File: config.mk
export PLATFORM = sky130hd
export DESIGN_NAME = io_handshake_port
export DESIGN_NICKNAME = d
export VERILOG_FILES = /design/src/rtl/io_handshake_port.sv
export SDC_FILE = /design/constraint.sdc
export NUM_CORES = 1
export LEC_CHECK = 0
export BUFFER_PORTS_ARGS = -buffer_cell sky130_fd_sc_hd__buf_2
export CORE_ASPECT_RATIO = 0.8
export CORE_MARGIN = 4
export CORE_UTILIZATION = 51
export CTS_CLUSTER_SIZE = 14
export DETAILED_ROUTE_END_ITERATION = 12
export GPL_TIMING_DRIVEN = 0
export PLACE_DENSITY = 0.76
export SETUP_SLACK_MARGIN = 0.1
export SLEW_MARGIN = 20
export SYNTH_ARGS = -nofsm -noshare
export SYNTH_HDL_FRONTEND = slang
export SYNTH_SLANG_ARGS = --single-unit
export TNS_END_PERCENT = 100
File: constraint.sdc
create_clock -name g_clk -period 3.55 [get_ports g_clk]
set_clock_uncertainty 0.2 [all_clocks]
set_input_delay 0 -clock g_clk [delete_from_list [all_inputs] [get_ports g_clk]]
set_output_delay 0 -clock g_clk [all_outputs]
set_load 0.1 [all_outputs]
File: src/rtl/io_handshake_port.sv
// Byte-wide processor I/O port: bridges the four-phase cpu_hs_out/cpu_hs_in
// handshake to device-side valid/ready streams through one RX and one TX FIFO.
module io_handshake_port #(
   parameter int DEPTH     = 4,
   parameter int AW        = 2,
   parameter int INT_LEVEL = 1
) (
   input  logic          g_clk,
   input  logic          g_clr,
   input  logic [7:0]    cpu_bus_out,
   input  logic          cpu_hs_out,
   input  logic          cpu_dir,
   output logic [7:0]    cpu_bus_in,
   output logic          cpu_hs_in,
   output logic          ext_int,
   input  logic [7:0]    dev_rx_data,
   input  logic          dev_rx_valid,
   output logic          dev_rx_ready,
   output logic [7:0]    dev_tx_data,
   output logic          dev_tx_valid,
   input  logic          dev_tx_ready,
   output logic [AW:0]   rx_count,
   output logic [AW:0]   tx_count
);

   // state | meaning
   // IDLE  | waiting for cpu_hs_out; services it once the FIFO allows
   // ACK   | cpu_hs_in held high until the processor drops cpu_hs_out
   typedef enum logic {IDLE = 1'b0, ACK = 1'b1} state_t;

   localparam logic [AW:0] DEPTH_C = DEPTH[AW:0];
   localparam logic [AW:0] INT_LVL = INT_LEVEL[AW:0];

   state_t        state;

   logic [7:0]    rx_mem [DEPTH];
   logic [AW-1:0] rx_wr_ptr;
   logic [AW-1:0] rx_rd_ptr;
   logic [AW:0]   rx_count_next;
   logic          rx_full;
   logic          rx_empty;
   logic          rx_push;
   logic          rx_pop;

   logic [7:0]    tx_mem [DEPTH];
   logic [AW-1:0] tx_wr_ptr;
   logic [AW-1:0] tx_rd_ptr;
   logic [AW:0]   tx_count_next;
   logic          tx_full;
   logic          tx_empty;
   logic          tx_push;
   logic          tx_pop;

   assign rx_full      = (rx_count == DEPTH_C);
   assign rx_empty     = (rx_count == '0);
   assign tx_full      = (tx_count == DEPTH_C);
   assign tx_empty     = (tx_count == '0);

   // Ready reflects registered occupancy only, so a same-cycle CPU pop never
   // lets the device push into a slot that is still occupied.
   assign dev_rx_ready = !rx_full;
   assign dev_tx_valid = !tx_empty;
   assign dev_tx_data  = tx_mem[tx_rd_ptr];

   assign rx_push = dev_rx_valid && dev_rx_ready;
   assign tx_pop  = dev_tx_valid && dev_tx_ready;
   assign rx_pop  = (state == IDLE) && cpu_hs_out && !cpu_dir && !rx_empty;
   assign tx_push = (state == IDLE) && cpu_hs_out &&  cpu_dir && !tx_full;

   always_comb begin
      rx_count_next = rx_count;
      if (rx_push && !rx_pop) begin
         rx_count_next = rx_count + 1'b1;
      end else if (rx_pop && !rx_push) begin
         rx_count_next = rx_count - 1'b1;
      end
   end

   always_comb begin
      tx_count_next = tx_count;
      if (tx_push && !tx_pop) begin
         tx_count_next = tx_count + 1'b1;
      end else if (tx_pop && !tx_push) begin
         tx_count_next = tx_count - 1'b1;
      end
   end

   always_ff @(posedge g_clk) begin
      if (rx_push) begin
         rx_mem[rx_wr_ptr] <= dev_rx_data;
      end
   end

   always_ff @(posedge g_clk or negedge g_clr) begin
      if (!g_clr) begin
         rx_wr_ptr <= '0;
         rx_rd_ptr <= '0;
         rx_count  <= '0;
         ext_int   <= 1'b0;
      end else begin
         if (rx_push) begin
            rx_wr_ptr <= rx_wr_ptr + 1'b1;
         end
         if (rx_pop) begin
            rx_rd_ptr <= rx_rd_ptr + 1'b1;
         end
         rx_count <= rx_count_next;
         ext_int  <= (rx_count_next >= INT_LVL);
      end
   end

   // TX storage is cleared so dev_tx_data reads zero straight out of reset.
   always_ff @(posedge g_clk or negedge g_clr) begin
      if (!g_clr) begin
         for (int i = 0; i < DEPTH; i++) begin
            tx_mem[i] <= '0;
         end
         tx_wr_ptr <= '0;
         tx_rd_ptr <= '0;
         tx_count  <= '0;
      end else begin
         if (tx_push) begin
            tx_mem[tx_wr_ptr] <= cpu_bus_out;
            tx_wr_ptr         <= tx_wr_ptr + 1'b1;
         end
         if (tx_pop) begin
            tx_rd_ptr <= tx_rd_ptr + 1'b1;
         end
         tx_count <= tx_count_next;
      end
   end

   always_ff @(posedge g_clk or negedge g_clr) begin
      if (!g_clr) begin
         state      <= IDLE;
         cpu_bus_in <= '0;
         cpu_hs_in  <= 1'b0;
      end else begin
         case (state)
            IDLE: begin
               if (rx_pop) begin
                  cpu_bus_in <= rx_mem[rx_rd_ptr];
                  cpu_hs_in  <= 1'b1;
                  state      <= ACK;
               end else if (tx_push) begin
                  cpu_hs_in  <= 1'b1;
                  state      <= ACK;
               end
            end
            ACK: begin
               if (!cpu_hs_out) begin
                  cpu_hs_in <= 1'b0;
                  state     <= IDLE;
               end
            end
            default: begin
               cpu_hs_in <= 1'b0;
               state     <= IDLE;
            end
         endcase
      end
   end

endmodule

==> results of run 1 <==
[path summary, 6_finish.rpt]
kind                       depth (start not counted)  slack [ns]                         to                 startpoint
setup / recovery                                   9        0.69    tx_count[2]$_DFFE_PN0P_            state$_DFF_PN0_
hold / removal                                     2        0.05     tx_mem[24]$_DFFE_PN0P_                      g_clr
setup reg to reg                                   9        0.69    tx_count[2]$_DFFE_PN0P_            state$_DFF_PN0_
hold reg to reg                                    2        0.27  cpu_bus_in[0]$_DFFE_PN0P_  cpu_bus_in[0]$_DFFE_PN0P_
max in group asynchronous                          2        2.61    tx_count[2]$_DFFE_PN0P_                      g_clr
min in group g_clk                                 2        0.20     rx_mem[0][0]$_DFFE_PP_             dev_rx_data[0]
[layout by cell type (no fill, tap or decap), drive strengths merged, types with 3 or more instances in the layout]
cell	synthesis	final
clkbuf	1	12
dlygate4sd3	0	22
xor2	3	3
ha	12	12
nor2	3	3
dfrtp	57	57
and2	4	4
nand2	36	36
mux4	16	16
inv	8	10
buf	6	53
mux2	34	34
xnor2	8	8
edfxtp	32	32
nand3	4	4
[logic make-up (layout without fill, tap and decap cells)]
| logic type | Yosys count | in the layout | share of synthesized area (%) |
|---|---|---|---|
| and+or+nand+nor | 59 | 59 | 7.63 |
| DFF | 89 | 89 | 61.2 |
| muxes | 51 | 51 | 19.3 |
| adders and majority gates | 13 | 13 | 4.36 |
| xor gates and xnor gates | 11 | 11 | 2.47 |
| AOI/OAI and AO/OA | 16 | 16 | 3.50 |
| buffers and inverters | 15 | 100 | 1.57 |
[cell usage after synthesis]
cell / number / area [µm²]
dfrtp_1: 57 / 1430
buf_2: 4 / 20.0
and2_1: 4 / 25.0
inv_1: 8 / 30.0
and3_1: 1 / 6.26
a2111oi_2: 1 / 15.0
mux4_2: 16 / 360
or3b_4: 1 / 11.3
nand2_1: 31 / 116
nor3b_1: 1 / 7.51
o22ai_1: 1 / 6.26
xnor2_1: 8 / 70.1
and3b_1: 1 / 8.76
nor4b_1: 1 / 8.76
o311ai_0: 1 / 8.76
mux2i_1: 1 / 10.0
a21oi_4: 1 / 16.3
mux2_1: 2 / 22.5
nor2b_1: 2 / 12.5
o211ai_1: 1 / 7.51
nor2_1: 3 / 11.3
xor2_1: 3 / 26.3
nand2b_1: 2 / 12.5
fa_1: 1 / 20.0
a21o_1: 1 / 7.51
mux2_2: 32 / 360
a211o_1: 2 / 17.5
nand2_2: 5 / 31.3
a21boi_0: 1 / 7.51
edfxtp_1: 32 / 961
o221ai_1: 1 / 8.76
o32ai_1: 1 / 8.76
clkbuf_1: 1 / 3.75
buf_1: 2 / 7.51
nor3b_2: 1 / 12.5
nand3_1: 4 / 20.0
or3_1: 1 / 6.26
o21ai_0: 2 / 10.0
nand3b_1: 1 / 7.51
o21bai_1: 1 / 7.51
ha_1: 12 / 150
a211oi_1: 2 / 15.0
[worst register-to-register path: cells and delay by family, from the launching register on]
kind                     cells  cell delay [ns]
AO/OA/AOI/OAI                1             0.30
XOR/XNOR                     2             0.32
adder cells (fa/ha/maj)      2             0.62
buffers and inverters        2             0.65
flip-flops                   1             0.43
AND/OR/NAND/NOR              2             0.28
[through the flow]
step	std cells	utilization, %	setup WS (ns)	hold slack, ns
2_1_floorplan	254	-	0.239	-0.496
3_3_place_gp	406	57.5	0.914	0.0149
3_5_place_dp	406	57.5	0.829	-0.0836
4_1_cts	444	62.8	0.658	0.0669
5_1_grt	444	62.8	0.516	0.123
6_report	444	62.8	0.686	0.0499
[flip-flops by register name, summed over array words and instances (netlist names)]
signal	count
rx_mem	32
tx_mem	32
cpu_bus_in	8
rx_count	3
tx_count	3
rx_rd_ptr	2
rx_wr_ptr	2
tx_rd_ptr	2
tx_wr_ptr	2
cpu_hs_in	1
ext_int	1
state	1
[layout make-up]
type                            instances  area share, %
Timing Repair Buffer                   69           9.82
Clock inverter                          5          0.832
Buffer                                  7          0.671
Sequential cell                        89           51.2
Clock buffer                           11           2.82
Inverter                                8          0.644
Multi-Input combinational cell        150           31.2
Tap cell                              105           2.82
[routing by layer]
layer	GRT usage, %	routed length, µm	up-vias
met1	22.8	3110	1139
li1	-	-	1086
met5	0	0	-
met3	5.06	375	7
met4	4.59	48	0
met2	24.7	3190	55
==> key figures, run 1 <==
Die
  – Die area: 0.00912 mm²
  – Die width: 106 µm
  – Row cnt: 28
  – Core area: 0.00743 mm²
  – Die height: 86.2 µm
  – Top-level port count: 48
  – Initial Utilization: 52.5%

Clocking
  – Root Buffer: clkbuf_8
  – Hold_buf cts: 22
  – Clock buffer depth: 2
  – H-tree levels: 3
  – Inserted Clock Buffers: 9
  – CTS sink count: 89
  – Clock-pin slew on the worst setup and hold paths: 0.09 ns
  – Setup Buffers After CTS: 0
  – Post-CTS Resized: 0
  – Clock latency on the worst-skew pair: 0.35 ns
  – CTS tree: yes

Global route
  – First-pass GRT wire length: 11,400 µm
  – Pin count of the biggest net entering global routing: 58
  – Initial antenna violation count: 0
  – Vias in the first global route: 2,301
  – Congestion Overflow GR: 0
  – All-Layer GR Usage: 16.2%

Final layout
  – Area grow syn2layout: 19.5%
  – N_diodes: 0
  – Filler cells: 586
  – Reg area: 0.00239 mm²
  – Footprint of the multi-input gates: 0.00145 mm²
  – Fin nets: 369
  – Share of layout cells above drive strength 1: 36.0%
  – Final Cell Area: 0.00466 mm²

Route
  – Via Count: 2,287
  – DRT antenna net count: 0
  – TritonRoute pass-1 iters: 4
  – Final wirelength: 6720 µm
  – Drt initial violations: 95
  – Post-route DRC: 0
  – WL per Instance: 15.1 µm
  – Vias/cell: 5.15

Logic synthesis
  – Synthesized cell area: 0.00390 mm²
  – Ys Warns: 0
  – Mapped Avg Cell Area: 15.4 µm²
  – Sequential-to-total area share from yosys stat: 61.2%
  – Syn nets: 289
  – Post-Synthesis Cells: 254
  – Post-synthesis register bit count: 89
  – Synth cell types: 42

Timing
  – Setup TNS: 0 ns
  – Max_slew headroom: 51.5%
  – Slew Viols, Final: 0
  – F_max: 349 MHz
  – Setup violators final: 0
  – Slew @ Worst Pin: 0.728 ns
  – RSZ-0062 raised after global routing: false
  – Final hold vios: 0
  – Min Tclk post-route: 2.86 ns
  – Final Cycle Share: 80.7%

Flow run
  – Maxcap violations: 0

Critical path
  – CP dominant cell by count: xor2_1
  – Buf/Inv on CP: 2
  – CP Capture Type: flip-flop
  – CP arrival: 2.93 ns
  – Critical-path cell list: nand3b_1, dlygate4sd3_1, a21oi_4, ha_1, inv_1, fa_1, xor2_1, nor2_1, xor2_1
  – Slowest cell on crit path: dlygate4sd3_1
  – Crit Path Class: reg -> reg
  – Worst path top cell family by delay: buffers and inverters
  – Crit-path max cell delay: 0.59 ns
  – CP max FO: 10
  – Worst setup SP type: flip-flop
  – Worst EP required: 3.62 ns

Placement
  – Post-DP HPWL: 4410 µm
  – IO Port Bufs: 47
  – Placed instance area: 0.00427 mm²
  – RD Place Congestion: 0.859

Min path
  – Worst hold path class: in -> async

Run status
  – Status: finished, final reports clean
Power of run 1 is not shown: default switching activity piles up to over one toggle a cycle in this logic, so the estimate is an artifact.
==> run 2, diff against run 1 <==
Clock period 3.55 ns to 2.7 ns, I/O delays scaled along.
==> run 2 against run 1 <==
Against the previous run: via count up 0.39%; final area is 1.1% higher; wire length grew 0.94%; die area stayed put; global-route usage rose by 0.42 points; sequential share of layout area shrank 0.28 points; final cell count fell by 0.23%; critical endpoint is now rx_mem[0][0]$_DFFE_PP_; highest routed layer unchanged.
==> key figures, run 2 (synthesis gave the netlist of run 1 again) <==
Critical path
  – CP max FO: 10 (unchanged)
  – Crit Path Class: reg -> reg
  – CP arrival: 2.29 ns (-0.64 ns)
  – CP Capture Type: flip-flop
  – Worst setup SP type: flip-flop
  – Worst EP required: 2.54 ns (-1.08 ns)

Global route
  – First-pass GRT wire length: 11,800 µm (+2.9%)
  – Met3 Use GR: 4.77% (-0.30 points)
  – Congestion Overflow GR: 0 (unchanged)
  – GRT met2 Usage: 28.8% (+4.1 points)
  – M1 GR Usage: 21.1% (-1.7 points)
  – All-Layer GR Usage: 16.6% (+0.42 points)
  – Most used routing layer: met2
  – Pin count of the biggest net entering global routing: 58 (unchanged)
  – Vias in the first global route: 2,462 (+7.0%)
  – Initial antenna violation count: 0 (unchanged)

Route
  – TritonRoute pass-1 iters: 4 (unchanged)
  – DRT antenna net count: 0 (unchanged)
  – Final wirelength: 6790 µm (+0.94%)
  – Drt initial violations: 93 (-2.1%)
  – Post-route DRC: 0 (unchanged)
  – Via Count: 2,296 (+0.39%)
  – WL per Instance: 15.3 µm (+1.2%)
  – Vias/cell: 5.18 (+0.62%)

Timing
  – Slew Viols, Final: 0 (unchanged)
  – Slew @ Worst Pin: 0.721 ns (-0.00762 ns)
  – Final hold vios: 0 (unchanged)
  – Setup TNS: 0 ns (unchanged)
  – Final Cycle Share: 90.7% (+10 points)
  – RSZ-0062 raised after global routing: true
  – Max_slew headroom: 52.0% (+0.51 points)
  – F_max: 408 MHz (+17%)
  – Min Tclk post-route: 2.45 ns (-0.414 ns)
  – Setup violators final: 0 (unchanged)

Placement
  – Post-DP HPWL: 4690 µm (+6.4%)
  – IO Port Bufs: 47 (unchanged)
  – RD Place Congestion: 0.862 (+0.45%)

Final layout
  – Area grow syn2layout: 20.7%
  – Fin nets: 368 (-0.27%)
  – Commonest non-fill, non-tap cell in the layout: dfrtp_1
  – Commonest non-fill, non-tap cells in the layout: dfrtp_1, buf_2, mux2_2, edfxtp_1, nand2_1
  – Largest regs: rx_mem x32, tx_mem x32, cpu_bus_in x8
  – Share of layout cells above drive strength 1: 40.2% (+4.2 points)
  – N_diodes: 0 (unchanged)

Clocking
  – Clock-pin slew on the worst setup and hold paths: 0.08 ns (about the same)
  – Clock latency on the worst-skew pair: 0.35 ns (about the same)
  – Inserted Clock Buffers: 9 (unchanged)
  – Setup Buffers After CTS: 0 (unchanged)
  – Clock buffer depth: 2 (unchanged)
  – Root Buffer: clkbuf_8
  – CTS tree: yes
  – H-tree levels: 3 (unchanged)
  – CTS sink count: 89 (unchanged)

Die
  – Row cnt: 28 (unchanged)
  – Core area: 0.00743 mm² (unchanged)
  – Die area: 0.00912 mm² (unchanged)
  – Die width: 106 µm (unchanged)
  – Initial Utilization: 52.5% (unchanged)
  – Die height: 86.2 µm (unchanged)
  – Top-level port count: 48 (unchanged)

Run status
  – Status: finished, final reports clean

Flow run
  – Maxcap violations: 0 (unchanged)

Min path
  – Worst hold path class: in -> async
[run 2: changes by cell type in the layout (fill, tap and decap cells not counted), sizes merged]
| cell | before | now |
|---|---|---|
| clkinv | 1 | 3 |
| inv | 10 | 8 |
| clkbuf | 12 | 13 |
| clkinvlp | 2 | 1 |
| dlygate4sd3 | 22 | 21 |
[run 2: area by class of cell]
class / instances / area (µm²)
clock buffer: 12 / 166
sequential: 89 / 2400
fill: 563 / 2720
buffer: 7 / 31.3
multi-input combinational: 150 / 1480
inverter: 8 / 30.0
clock inverter: 4 / 26.3
tap: 105 / 131
timing repair buffer: 68 / 448
[run 2: path summary, 6_finish.rpt]
kind,end,cells after the start,slack (ns),from
setup reg to reg,rx_mem[0][0]$_DFFE_PP_,5,0.25,rx_count[0]$_DFF_PN0_
max in group asynchronous,tx_count[1]$_DFFE_PN0P_,2,1.71,g_clr
setup / recovery,rx_mem[0][0]$_DFFE_PP_,5,0.25,rx_count[0]$_DFF_PN0_
hold reg to reg,cpu_bus_in[3]$_DFFE_PN0P_,2,0.28,cpu_bus_in[3]$_DFFE_PN0P_
hold / removal,cpu_bus_in[3]$_DFFE_PN0P_,2,0.05,g_clr
min in group g_clk,rx_mem[1][4]$_DFFE_PP_,2,0.21,dev_rx_data[4]
[run 2: metal layers]
layer | wire length, µm | part of all wire [%] | up-vias
li1 | - | - | 1086
met1 | 3020 | 45 | 1152
met2 | 3360 | 49 | 51
met3 | 329 | 4.8 | 7
met4 | 78 | 1.1 | 0
met5 | 0 | 0 | -
[run 2: through the flow]
| stage | instance area, µm² | hold slack (ns) | utilization, % | cells | worst slack, ns |
|---|---|---|---|---|---|
| final | 4710 | 0.0463 | 63.4 | 443 | 0.250 |
| after floorplan | 3940 | -0.496 | - | 254 | 0.108 |
| after detailed placement | 4300 | -0.0863 | 58.0 | 406 | 0.124 |
| after global placement | 4300 | 0.0128 | 57.9 | 406 | 0.178 |
| after global routing | 4710 | 0.113 | 63.4 | 443 | 0.112 |
| after CTS | 4710 | 0.0682 | 63.4 | 443 | 0.110 |
[run 2: worst max-delay path, cell delays in order, from the launching register on]
cell,delay (ns)
dfrtp_2,0.45
inv_1,0.09
ha_1,0.26
a21boi_0,0.43
clkbuf_1,0.35
and2_2,0.36
[run 2: repair_timing]
item,in CTS,in global routing
hold buffers,21,0
endpoints found under the setup margin,0,32
gates resized for setup,0,4
hold endpoints to repair,134,0
Power of run 2 is left out for the same reason.
